[src/rtl/alu_ctrl_seq.sv]
// ALU control decoder with a valid/ready handshake on both sides.
// Single-cycle operations are delivered one edge after acceptance. MULT/DIV
// operations wait in MC_WAIT for a fixed number of edges before delivery.
module alu_ctrl_seq #(
  parameter int CTRL_W     = 4,
  parameter int MUL_CYCLES = 4,
  parameter int DIV_CYCLES = 32
) (
  input  logic              clk,
  input  logic              rst_n,
  input  logic              flush,
  input  logic              in_valid,
  output logic              in_ready,
  input  logic [1:0]        alu_op,
  input  logic [5:0]        funct,
  output logic              out_valid,
  input  logic              out_ready,
  output logic [CTRL_W-1:0] ctrl_out,
  output logic              multi_cycle,
  output logic              illegal,
  output logic              busy
);

  localparam int MAX_CYCLES = (MUL_CYCLES > DIV_CYCLES) ? MUL_CYCLES : DIV_CYCLES;
  localparam int CNT_W      = (MAX_CYCLES > 1) ? $clog2(MAX_CYCLES) : 1;

  // Counter is loaded with N-1 on the acceptance edge, so the total
  // acceptance-to-out_valid latency is exactly N edges.
  localparam logic [CNT_W-1:0] MUL_LOAD = CNT_W'(MUL_CYCLES - 1);
  localparam logic [CNT_W-1:0] DIV_LOAD = CNT_W'(DIV_CYCLES - 1);

  localparam logic [3:0] OP_ADD  = 4'd0;
  localparam logic [3:0] OP_SUB  = 4'd1;
  localparam logic [3:0] OP_AND  = 4'd2;
  localparam logic [3:0] OP_OR   = 4'd3;
  localparam logic [3:0] OP_SLT  = 4'd4;
  localparam logic [3:0] OP_XOR  = 4'd5;
  localparam logic [3:0] OP_NOR  = 4'd6;
  localparam logic [3:0] OP_SLTU = 4'd7;
  localparam logic [3:0] OP_SLL  = 4'd8;
  localparam logic [3:0] OP_SRL  = 4'd9;
  localparam logic [3:0] OP_SRA  = 4'd10;
  localparam logic [3:0] OP_MULT = 4'd11;
  localparam logic [3:0] OP_DIV  = 4'd12;

  typedef enum logic [1:0] {
    IDLE    = 2'd0,
    HOLD    = 2'd1,
    MC_WAIT = 2'd2
  } state_t;

  state_t            state_reg, state_next;
  logic [CNT_W-1:0]  cnt_reg, cnt_next;
  logic [CTRL_W-1:0] ctrl_reg, ctrl_next;
  logic              mc_reg, mc_next;
  logic              ill_reg, ill_next;

  logic [3:0] dec_code;
  logic       dec_mc;
  logic       dec_div;
  logic       dec_ill;
  logic       accept;

  // Combinational decode of the presented alu_op/funct.
  always_comb begin
    dec_code = OP_ADD;
    dec_mc   = 1'b0;
    dec_div  = 1'b0;
    dec_ill  = 1'b0;
    case (alu_op)
      2'b00: dec_code = OP_ADD;
      2'b01: dec_code = OP_SUB;
      2'b10: begin
        case (funct)
          6'b100000, 6'b100001: dec_code = OP_ADD;
          6'b100010, 6'b100011: dec_code = OP_SUB;
          6'b100100:            dec_code = OP_AND;
          6'b100101:            dec_code = OP_OR;
          6'b100110:            dec_code = OP_XOR;
          6'b100111:            dec_code = OP_NOR;
          6'b101010:            dec_code = OP_SLT;
          6'b101011:            dec_code = OP_SLTU;
          6'b000000:            dec_code = OP_SLL;
          6'b000010:            dec_code = OP_SRL;
          6'b000011:            dec_code = OP_SRA;
          6'b011000, 6'b011001: begin
            dec_code = OP_MULT;
            dec_mc   = 1'b1;
          end
          6'b011010, 6'b011011: begin
            dec_code = OP_DIV;
            dec_mc   = 1'b1;
            dec_div  = 1'b1;
          end
          default:              dec_ill  = 1'b1;
        endcase
      end
      default: dec_ill = 1'b1;
    endcase
  end

  // Handshake: rst_n gates in_ready so nothing looks acceptable during reset;
  // flush blocks acceptance outright.
  assign in_ready = rst_n && !flush &&
                    ((state_reg == IDLE) || ((state_reg == HOLD) && out_ready));
  assign accept   = in_valid && in_ready;

  // Next-state, counter and held-result logic.
  always_comb begin
    state_next = state_reg;
    cnt_next   = cnt_reg;
    ctrl_next  = ctrl_reg;
    mc_next    = mc_reg;
    ill_next   = ill_reg;
    if (flush) begin
      // Abort whatever is in flight; the held result fields stay as they are.
      state_next = IDLE;
      cnt_next   = '0;
    end else begin
      case (state_reg)
        IDLE: state_next = IDLE;
        HOLD: begin
          if (out_ready) state_next = IDLE;
        end
        MC_WAIT: begin
          if (cnt_reg == CNT_W'(1)) begin
            state_next = HOLD;
            cnt_next   = '0;
          end else begin
            cnt_next = cnt_reg - CNT_W'(1);
          end
        end
        default: begin
          state_next = IDLE;
          cnt_next   = '0;
        end
      endcase
      // Acceptance overrides the HOLD->IDLE move, giving back-to-back issue.
      if (accept) begin
        ctrl_next = CTRL_W'(dec_code);
        mc_next   = dec_mc;
        ill_next  = dec_ill;
        if (dec_mc) begin
          state_next = MC_WAIT;
          cnt_next   = dec_div ? DIV_LOAD : MUL_LOAD;
        end else begin
          state_next = HOLD;
          cnt_next   = '0;
        end
      end
    end
  end

  // State, counter and result registers with asynchronous active-low reset.
  always_ff @(posedge clk or negedge rst_n) begin
    if (!rst_n) begin
      state_reg <= IDLE;
      cnt_reg   <= '0;
      ctrl_reg  <= '0;
      mc_reg    <= 1'b0;
      ill_reg   <= 1'b0;
    end else begin
      state_reg <= state_next;
      cnt_reg   <= cnt_next;
      ctrl_reg  <= ctrl_next;
      mc_reg    <= mc_next;
      ill_reg   <= ill_next;
    end
  end

  assign out_valid   = (state_reg == HOLD);
  assign busy        = (state_reg == MC_WAIT);
  assign ctrl_out    = ctrl_reg;
  assign multi_cycle = mc_reg;
  assign illegal     = ill_reg;

endmodule

[config.mk]
export PLATFORM = sky130hd
export DESIGN_NAME = alu_ctrl_seq
export DESIGN_NICKNAME = d
export VERILOG_FILES = /design/src/rtl/alu_ctrl_seq.sv
export SDC_FILE = /design/constraint.sdc
export NUM_CORES = 1
export LEC_CHECK = 0
export BUFFER_PORTS_ARGS = -buffer_cell sky130_fd_sc_hd__clkbuf_2
export CORE_ASPECT_RATIO = 1.4
export CORE_UTILIZATION = 35
export DETAILED_ROUTE_END_ITERATION = 8
export PLACE_DENSITY_LB_ADDON = 0.2
export SETUP_SLACK_MARGIN = 0.5
export SLEW_MARGIN = 25
export SYNTH_ARGS = -nofsm -noshare
export SYNTH_HDL_FRONTEND = slang
export SYNTH_SLANG_ARGS = --single-unit
[constraint.sdc]
create_clock -name clk -period 1.4 [get_ports clk]
set_input_delay 0.35 -clock clk [delete_from_list [all_inputs] [get_ports clk]]
set_output_delay 0.35 -clock clk [all_outputs]
set_load 0.03 [all_outputs]
After elaboration in Yosys (flattened, before gate mapping)
Index checks and enable logic that the tools add are counted.
Operators by class
  add/sub/neg operators: 1
  multipliers: 0
  div/mod/pow operators: 0
  magnitude comparators: 0
  equal/unequal tests: 24
  shift operators: 0
  muxes and demuxes: 20
  bitwise gates (word level): 1
  reductions and logical operators: 18
Operators with widths (count)
  $eq 6x6->1 const B: 10
  $pmux 4 s12: 1
  $mux 5: 5
  $eq 6x5->1 const B: 4
  $reduce_or 17->1: 1
  $eq 6x2->1 const B: 2
  $mux 2: 5
  $pmux 5 s2: 1
  $reduce_or 2->1: 5
  $ne 4x2->1 const B: 2
  $pmux 4 s2: 1
  $logic_not 6->1: 1
  $eq 5x1->1 const B: 1
  $mux 1: 5
  $sub 5x1->5 const B: 1
  $eq 2x1->1 const B: 2
  $eq 2x2->1 const B: 2
  $logic_and 1x1->1: 4
  $logic_not 2->1: 2
  $pmux 2 s2: 1
  $reduce_and 2->1: 2
  $reduce_or 4->1: 1
  $ne 3x1->1 const B: 1
  $pmux 1 s2: 1
  3 further kinds: 3
Storage, ports and cells
  flip-flop bits (word level): 13
  latch bits: 0
  bits in writable memories: 0
  memory bits (read-only): 0
  bits of input ports: 13
  output and inout port bits: 9
  logic and storage cells: 69
  memories kept: 0

Depth between registers and ports, before layout
Gate-level depths: netlist of the first run.
  depth in word-level cells: 8
  gate-level depth with buffers: 7
  depth with buffers taken out: 7

Least setup slack after synthesis of the first run
No wires, ideal clock.
  path kind: input -> register
  start point: input funct[2]
  end point: register ctrl_reg[0], in the netlist ctrl_out[0]
  arrival time: 1.259 ns
  slack: 0.019 ns
  cell stages on the path: 6
  path buffers: 1
  path through: buf_2 > and3b_1 > a32o_1 > a31o_1 > a21oi_1 > o21ai_1
On the way
  longest elaborated chain between the ends: 4
  elaborated cells between the ends (all ways): 20
RTL lines
  start, declared: line 15  | input logic [5:0] funct,
  $eq 6x5->1 or $eq 6x6->1 (tied branches): line 74  | case (funct)
  $reduce_or 2->1, on equally long branches
  $pmux 4 s12 (*): line 74
  $pmux 4 s2 (*): line 70  | case (alu_op)
  end signal, assigned: line 165  | ctrl_reg <= ctrl_next;
  end, declared: line 54  | logic [CTRL_W-1:0] ctrl_reg, ctrl_next;
Mark *: on every way between the ends. The rest lies on a longest branch, timed or not.
A chain may end at the register's enable or synchronous reset.

Final worst setup path of the first run
  start point: register state_reg[1]
  end point: output in_ready
On the way
  longest elaborated chain between the ends: 4
  elaborated cells between the ends (all ways): 5
RTL lines
  start, declared: line 52  | state_t state_reg, state_next;
  start signal, assigned: line 163  | state_reg <= state_next;
  $eq 2x1->1: line 105  | ((state_reg == IDLE) || ((state_reg == HOLD) && out_ready));
  $logic_and 1x1->1: line 105
  $logic_or 1x1->1 (*): line 105
  $logic_and 1x1->1 (*): line 104  | assign in_ready = rst_n && !flush &&
  end, declared: line 13  | output logic in_ready,
Marked as above.

==> results.md, run 1 <==
- CP arrival: roughly 1.2 ns
- Worst Reg-to-Reg Cells: 6
- Final setup viols: 9
- Reg2Reg Launch Point: state_reg[1]$_DFFE_PN0P_
- Final hold vios: 0
- TritonCTS Sinks: 13
- Largest net degree at the start of global routing: 11
- Yosys cell types: 34
- Reg clk slew, reported paths: around 0.080 ns
- Synth warnings: 0
- CORE AREA: around 2700 sq um
- Post-route ant nets: 0
- Placed cell area: 1360 sq um
- LEAKAGE: around 0.00076 uW
- PD cells: between 500 and 600 nW/um^2
- DRC: 0
- TritonCTS buffer count: 3
- Register area share after synthesis: 32.3%
- Worst skew pair latency: between 0.2 and 0.3 ns
- CTS H-tree lvls: 1
- Most frequent cells in the layout: buf_4 (30), dfrtp_1 (12), clkbuf_2 (12), o21ai_1 (10)
- Worst Path Max Fanout: 3
- Initial core utilization: around 38%
- Initial antenna violation count: 0
- Worst path required time: about 1.1 ns
- Drt wl/cell: between 10 and 15 um
- CP max stage delay: 0.44 ns
- Clock Tree Buf Depth: 2
- Status: complete, but fails checks
- Commonest non-fill, non-tap cell in the layout: buf_4
- Die Ht: around 65 um
- Flop2flop setup slack: -0.09 ns
- Full die area: ~3100 sq um
- Final worst path period share: 110%
- Fin worst setup slack: -0.136 ns
- Switching power: 283 uW
- Final wirelength: 2940 um
- Logic pwr share: 31.3%
- Cell area after synthesis: 1010 sq um
- Hold buffers post-CTS: 0
- Number of synthesized register bits: 13
- First-pass GRT wire length: roughly 4900 um
- Setup CP Type: register to primary output
- Max Fclk: around 0.65 GHz
- Chip width: approximately 47 um
- WHS: between 0.05 and 0.06 ns
- Nets: 196
- Port Buffer Count: 21
- Tot GR Track Use: between 20% and 30%
- Max-Cap Viols: 0
- Slew Limit Fails: 0
- Violated checks: setup timing
- Vias/cell: a little over 5
- Number of global-route vias before repair: around 1,200
- Setup crit start kind: register
- Top Ports: 22
- Max_slew headroom: between 70% and 80%
- CP Cell Sequence: nor2_4, buf_6, and3_4, buf_8
- Share of layout cells above drive strength 1: between 40% and 50%
- Crit Reg-Reg Endpoint: cnt_reg[3]$_DFFE_PN0P_
- CTS tree: built
- Unrepaired setup endpoints after global routing: true
- Mapped Cells: 124
- Layout Utilization: approximately three fifths
- Crit. End Element: primary output
- Worst VDD drop: roughly 0.00044 V
- Worst Hold Class: input port to asynchronous set/reset pin
- Initial DRC Count: 30
- CTS Root Cell: clkbuf_4
- Vias: roughly 1,100
- Placed cells: roughly 200
- Detailed-router iteration count before antenna repair: 4
- Syn-to-layout area delta: 60.2%
- Slew @ Worst Pin: approximately 0.31 ns
- Switching part of the total: between 30 and 40%
- Worst Skew: ~0.0047 ns
- Post-route minimum period: 1.54 ns
- Internal: about 640 uW
- Grt ovf: 0
- CP max stage cell: dfrtp_2
- HPWL after DPL: 2190 um
- Final Wtd Congestion: approximately 0.83
- Syn avg cell area: slightly above 8 sq um
- Syn nets: roughly 140
- Non-Filler Cell Area, Final: 1610 sq um
- Part of the power in registers: 43.5%
- Max reg flops: 5
- Clk network pwr share: between 20% and 30%
- Non-filler instance count after layout: ~210
- Cell Rows: 22
- Ant. Diodes: 0
## timing repair
action / CTS / global route
pin swaps: 3 / 0
buffers inserted: 9 / 2
setup endpoints to repair: 22 / 22
gates resized for setup: 28 / 12
## worst max path at each step
stage / from / to / slack, ns / cells after the start
4_1_cts: state_reg[1]$_DFFE_PN0P_ / in_ready / -0.17 / 4
5_1_grt: state_reg[1]$_DFFE_PN0P_ / in_ready / -0.20 / 4
3_5_place_dp: funct[4] / cnt_reg[3]$_DFFE_PN0P_ / -0.10 / 5
3_3_place_gp: funct[4] / cnt_reg[3]$_DFFE_PN0P_ / -0.08 / 5
6_report: state_reg[1]$_DFFE_PN0P_ / in_ready / -0.14 / 4
2_1_floorplan: funct[5] / ctrl_out[0]$_DFFE_PN0P_ / 0.08 / 6
## worst max-delay path: cells and delay by family, from the launching register on
family / cells / cell delay [ns]
flip-flops: 1 / 0.44
AND/OR/NAND/NOR: 2 / 0.26
buffers and inverters: 2 / 0.20
## power by group through the flow
stage / Clock [uW] / Sequential, uW / Combinational [uW]
5_1_grt: 257 / 403 / 315
3_5_place_dp: 0 / 405 / 242
3_3_place_gp: 0 / 404 / 239
4_1_cts: 242 / 399 / 278
2_1_floorplan: 0 / 424 / 130
6_report: 233 / 402 / 289
## synthesized netlist by cell type
cell	number	area, sq um
a311oi_1	1	8.76
and4_1	1	8.76
a21oi_1	8	40.0
and3b_1	1	8.76
nor4_1	1	6.26
a31o_2	1	8.76
nor4bb_4	1	25.0
a22oi_1	3	22.5
nor2b_1	5	31.3
nor3_1	5	25.0
a21o_1	1	7.51
nor2_1	8	30.0
nand2_1	8	30.0
o31ai_1	1	7.51
a32o_1	2	20.0
dfrtp_1	13	325
o21ai_0	7	35.0
a31o_1	1	8.76
and2_1	1	6.26
ha_1	5	62.6
xnor2_1	1	8.76
buf_4	3	22.5
nand4_1	1	6.26
o311ai_1	1	8.76
inv_1	11	41.3
and3_1	2	12.5
clkbuf_1	1	3.75
o32ai_1	2	17.5
buf_2	3	15.0
nand3_1	6	30.0
o21ai_1	9	45.0
nand4bb_1	2	22.5
nand2b_1	6	37.5
a22o_1	2	17.5
## per-layer routing
layer	routed length, um	global-route usage, %	up-vias
met2	1660	40.2	24
met3	81	2.47	7
met4	51	9.29	0
met5	0	0	-
li1	-	-	551
met1	1150	23.3	517
## metrics by stage
stage | setup TNS (ns) | setup WS (ns) | total power, uW
6_report | -0.641 | -0.136 | 924
3_3_place_gp | -0.273 | -0.0807 | 643
5_1_grt | -1.63 | -0.198 | 976
4_1_cts | -0.705 | -0.168 | 919
2_1_floorplan | 0 | 0.0777 | 555
3_5_place_dp | -0.409 | -0.103 | 647
## logic make-up (layout without fill, tap and decap cells)
logic type      count (synthesis)  after routing  synth area share, %
simple gates                   48             48                 27.8
compound gates                 39             39                 24.6
buf+inv                        18             71                 8.20
flops                          13             13                 32.3
fa+ha+maj                       5              5                 6.21
xor+xnor                        1              1                0.870
## final cells by class
| class | count | area [sq um] |
|---|---|---|
| Sequential cell | 13 | 327 |
| Fill cell | 236 | 1060 |
| Inverter | 11 | 43.8 |
| Multi-Input combinational cell | 93 | 696 |
| Timing Repair Buffer | 56 | 477 |
| Tap cell | 36 | 45.0 |
| Clock buffer | 4 | 26.3 |
(Power assumes the default switching activity.)
==> run 2: changes to the inputs <==
==> constraint.sdc (replaced) <==
create_clock -name clk -period 1.78 [get_ports clk]
set_input_delay 0.445 -clock clk [delete_from_list [all_inputs] [get_ports clk]]
set_output_delay 0.445 -clock clk [all_outputs]
set_load 0.03 [all_outputs]
==> run 2 against run 1 <==
Compared with the run above: the run now ends clean; clock power shrank 23%; critical path type unchanged; critical path depth is the same; largest power group unchanged; core utilization shrank 1.6 points; wire length shrank 5.9%; die area is the same; non-clock buffer count shrank 13; final area shrank 2.7%; sequential share of layout area grew 0.64 points; final cell count shrank 6.1%.
==> results.md, run 2 (synthesized netlist as in run 1, its figures left out) <==
- CORE AREA: 2670 sq um (unchanged)
- Setup CP Type: register to primary output (unchanged)
- Top Ports: 22 (unchanged)
- LEAKAGE: 0.000704 uW (was 0.000759 uW)
- Number of global-route vias before repair: 1,006 (was 1,179)
- TritonCTS Sinks: 13 (unchanged)
- PD cells: 461 nW/um^2 (was 573 nW/um^2)
- Reg2Reg Launch Point: state_reg[0]$_DFFE_PN0P_ (was state_reg[1]$_DFFE_PN0P_)
- Max-Cap Viols: 0 (unchanged)
- Port Buffer Count: 21 (unchanged)
- Initial antenna violation count: 0 (unchanged)
- Max reg flops: 5 (unchanged)
- Total Power: 723 uW (was 924 uW)
- Commonest non-fill, non-tap cell in the layout: buf_4 (unchanged)
- HPWL after DPL: 1860 um (was 2190 um)
- Status: finished clean (was complete, but fails checks)
- Full die area: 3100 sq um (unchanged)
- Setup crit start kind: register (unchanged)
- Max_slew headroom: 77.0% (was 79.1%)
- Drt wl/cell: 13.8 um (about the same)
- Worst path required time: 1.33 ns (was 1.05 ns)
- Clock Tree Buf Depth: 2 (unchanged)
- Worst Hold Class: input port to asynchronous set/reset pin (unchanged)
- CTS tree: built (unchanged)
- Initial core utilization: 37.7% (unchanged)
- Vias/cell: 5.29 (was 5.16)
- Final worst path period share: roughly 89%
- Post-route minimum period: ~1.6 ns
- Vias: 1,058 (was 1,099)
- CTS H-tree lvls: 1 (unchanged)
- Share of layout cells above drive strength 1: 47.0% (was 45.2%)
- Die Ht: 65.5 um (unchanged)
- CTS Root Cell: clkbuf_4 (unchanged)
- Max Fclk: roughly 0.63 GHz
- Grt ovf: 0 (unchanged)
- Most frequent cells in the layout: buf_4 (20), dfrtp_1 (11), inv_1 (8), nand2_1 (8), clkbuf_2 (8) (was buf_4 (30), dfrtp_1 (12), clkbuf_2 (12), o21ai_1 (10))
- Reg clk slew, reported paths: 0.08 ns (about the same)
- Final wirelength: 2770 um (was 2940 um)
- Slew Limit Fails: 0 (unchanged)
- TNS Setup: 0 ns (was -0.641 ns)
- Initial DRC Count: 18 (was 30)
- Final Wtd Congestion: 0.837 (was 0.829)
- Worst Path Max Fanout: 4 (was 3)
- Chip width: 47.3 um (unchanged)
- Crit. End Element: primary output (unchanged)
- Cell Rows: 22 (unchanged)
- Tot GR Track Use: 19.5% (was 21.9%)
- Detailed-router iteration count before antenna repair: 4 (unchanged)
- CP arrival: 1.14 ns (was 1.19 ns)
- Flop2flop setup slack: 0.38 ns (was -0.09 ns)
- Largest net degree at the start of global routing: 13 (was 11)
- Post-route ant nets: 0 (unchanged)
- Nets: 183 (was 196)
- First-pass GRT wire length: 4390 um (was 4910 um)
- Worst Skew: 0.00359 ns (was 0.00469 ns)
- DRC: 0 (unchanged)
- Ant. Diodes: 0 (unchanged)
- Worst Reg-to-Reg Cells: 6 (unchanged)
- Syn-to-layout area delta: 55.9% (was 60.2%)
- Final hold vios: 0 (unchanged)
- Worst VDD drop: 0.000190 V (was 0.000439 V)
- Unrepaired setup endpoints after global routing: true (unchanged)
- Final setup viols: 0 (was 9)
- Worst skew pair latency: 0.27 ns (about the same)
- TritonCTS buffer count: 3 (unchanged)
- Slew @ Worst Pin: 0.342 ns (was 0.312 ns)
- Crit Reg-Reg Endpoint: cnt_reg[3]$_DFFE_PN0P_ (unchanged)
## run 2: layout make-up
cell class / count / area (sq um)
multi-input cells: 93 / 753
flip-flops and latches: 13 / 328
clock buffers: 4 / 26.3
inverters: 11 / 41.3
well taps: 36 / 45.0
repair buffers: 43 / 377
fillers: 248 / 1100
## run 2: report_power, final
group	leakage [uW]	switching [uW]	internal [uW]
registers	0.000176	9.47	305
logic	0.000513	118	111
clock network	0.0000150	93.3	86.7
total	0.000704	220	503
## run 2: how the worst max path moves through the flow
stage                                  start                 endpoint  slack [ns]  cells after the start
floorplan                           funct[5]  ctrl_out[0]$_DFFE_PN0P_        0.36                      6
CTS                 state_reg[1]$_DFFE_PN0P_                     busy        0.19                      4
finish              state_reg[1]$_DFFE_PN0P_                     busy        0.19                      4
global placement                    funct[4]  ctrl_out[0]$_DFFE_PN0P_        0.16                      6
detailed placement                  funct[4]   cnt_reg[3]$_DFFE_PN0P_        0.15                      5
global route        state_reg[1]$_DFFE_PN0P_                     busy        0.15                      4
## run 2: layer usage
metal	vias up	track usage, %	part of all wire [%]
met5	-	0	0
met4	0	8.57	1.5
met3	4	1.65	2.1
met2	20	34.1	57
met1	510	22.8	39
li1	524	-	-
## run 2: metrics by stage
stage | setup slack, ns | hold WS, ns | cell area, sq um | std cells | util (%)
after floorplan | 0.363 | 0.149 | 1100 | 124 | -
after global placement | 0.164 | 0.262 | 1210 | 179 | 45.5
after detailed placement | 0.154 | 0.262 | 1210 | 179 | 45.5
after CTS | 0.193 | 0.174 | 1420 | 192 | 53.0
after global routing | 0.148 | 0.190 | 1570 | 200 | 58.8
final | 0.194 | 0.189 | 1570 | 200 | 58.8
## run 2: timing repair
| action | 4_1_cts | 5_1_grt |
|---|---|---|
| endpoints found under the setup margin | 16 | 20 |
| setup buffers | 8 | 7 |
| hold buffers | 1 | 0 |
| resized for setup | 28 | 32 |
| hold endpoints to repair | 1 | 0 |
| gates cloned | 0 | 1 |
| pin swaps | 6 | 14 |
## run 2: critical path: stages (launching register included)
cell and delay (ns):
dfrtp_2 0.44, buf_4 0.15, nand2b_4 0.08, inv_2 0.04, clkbuf_8 0.15
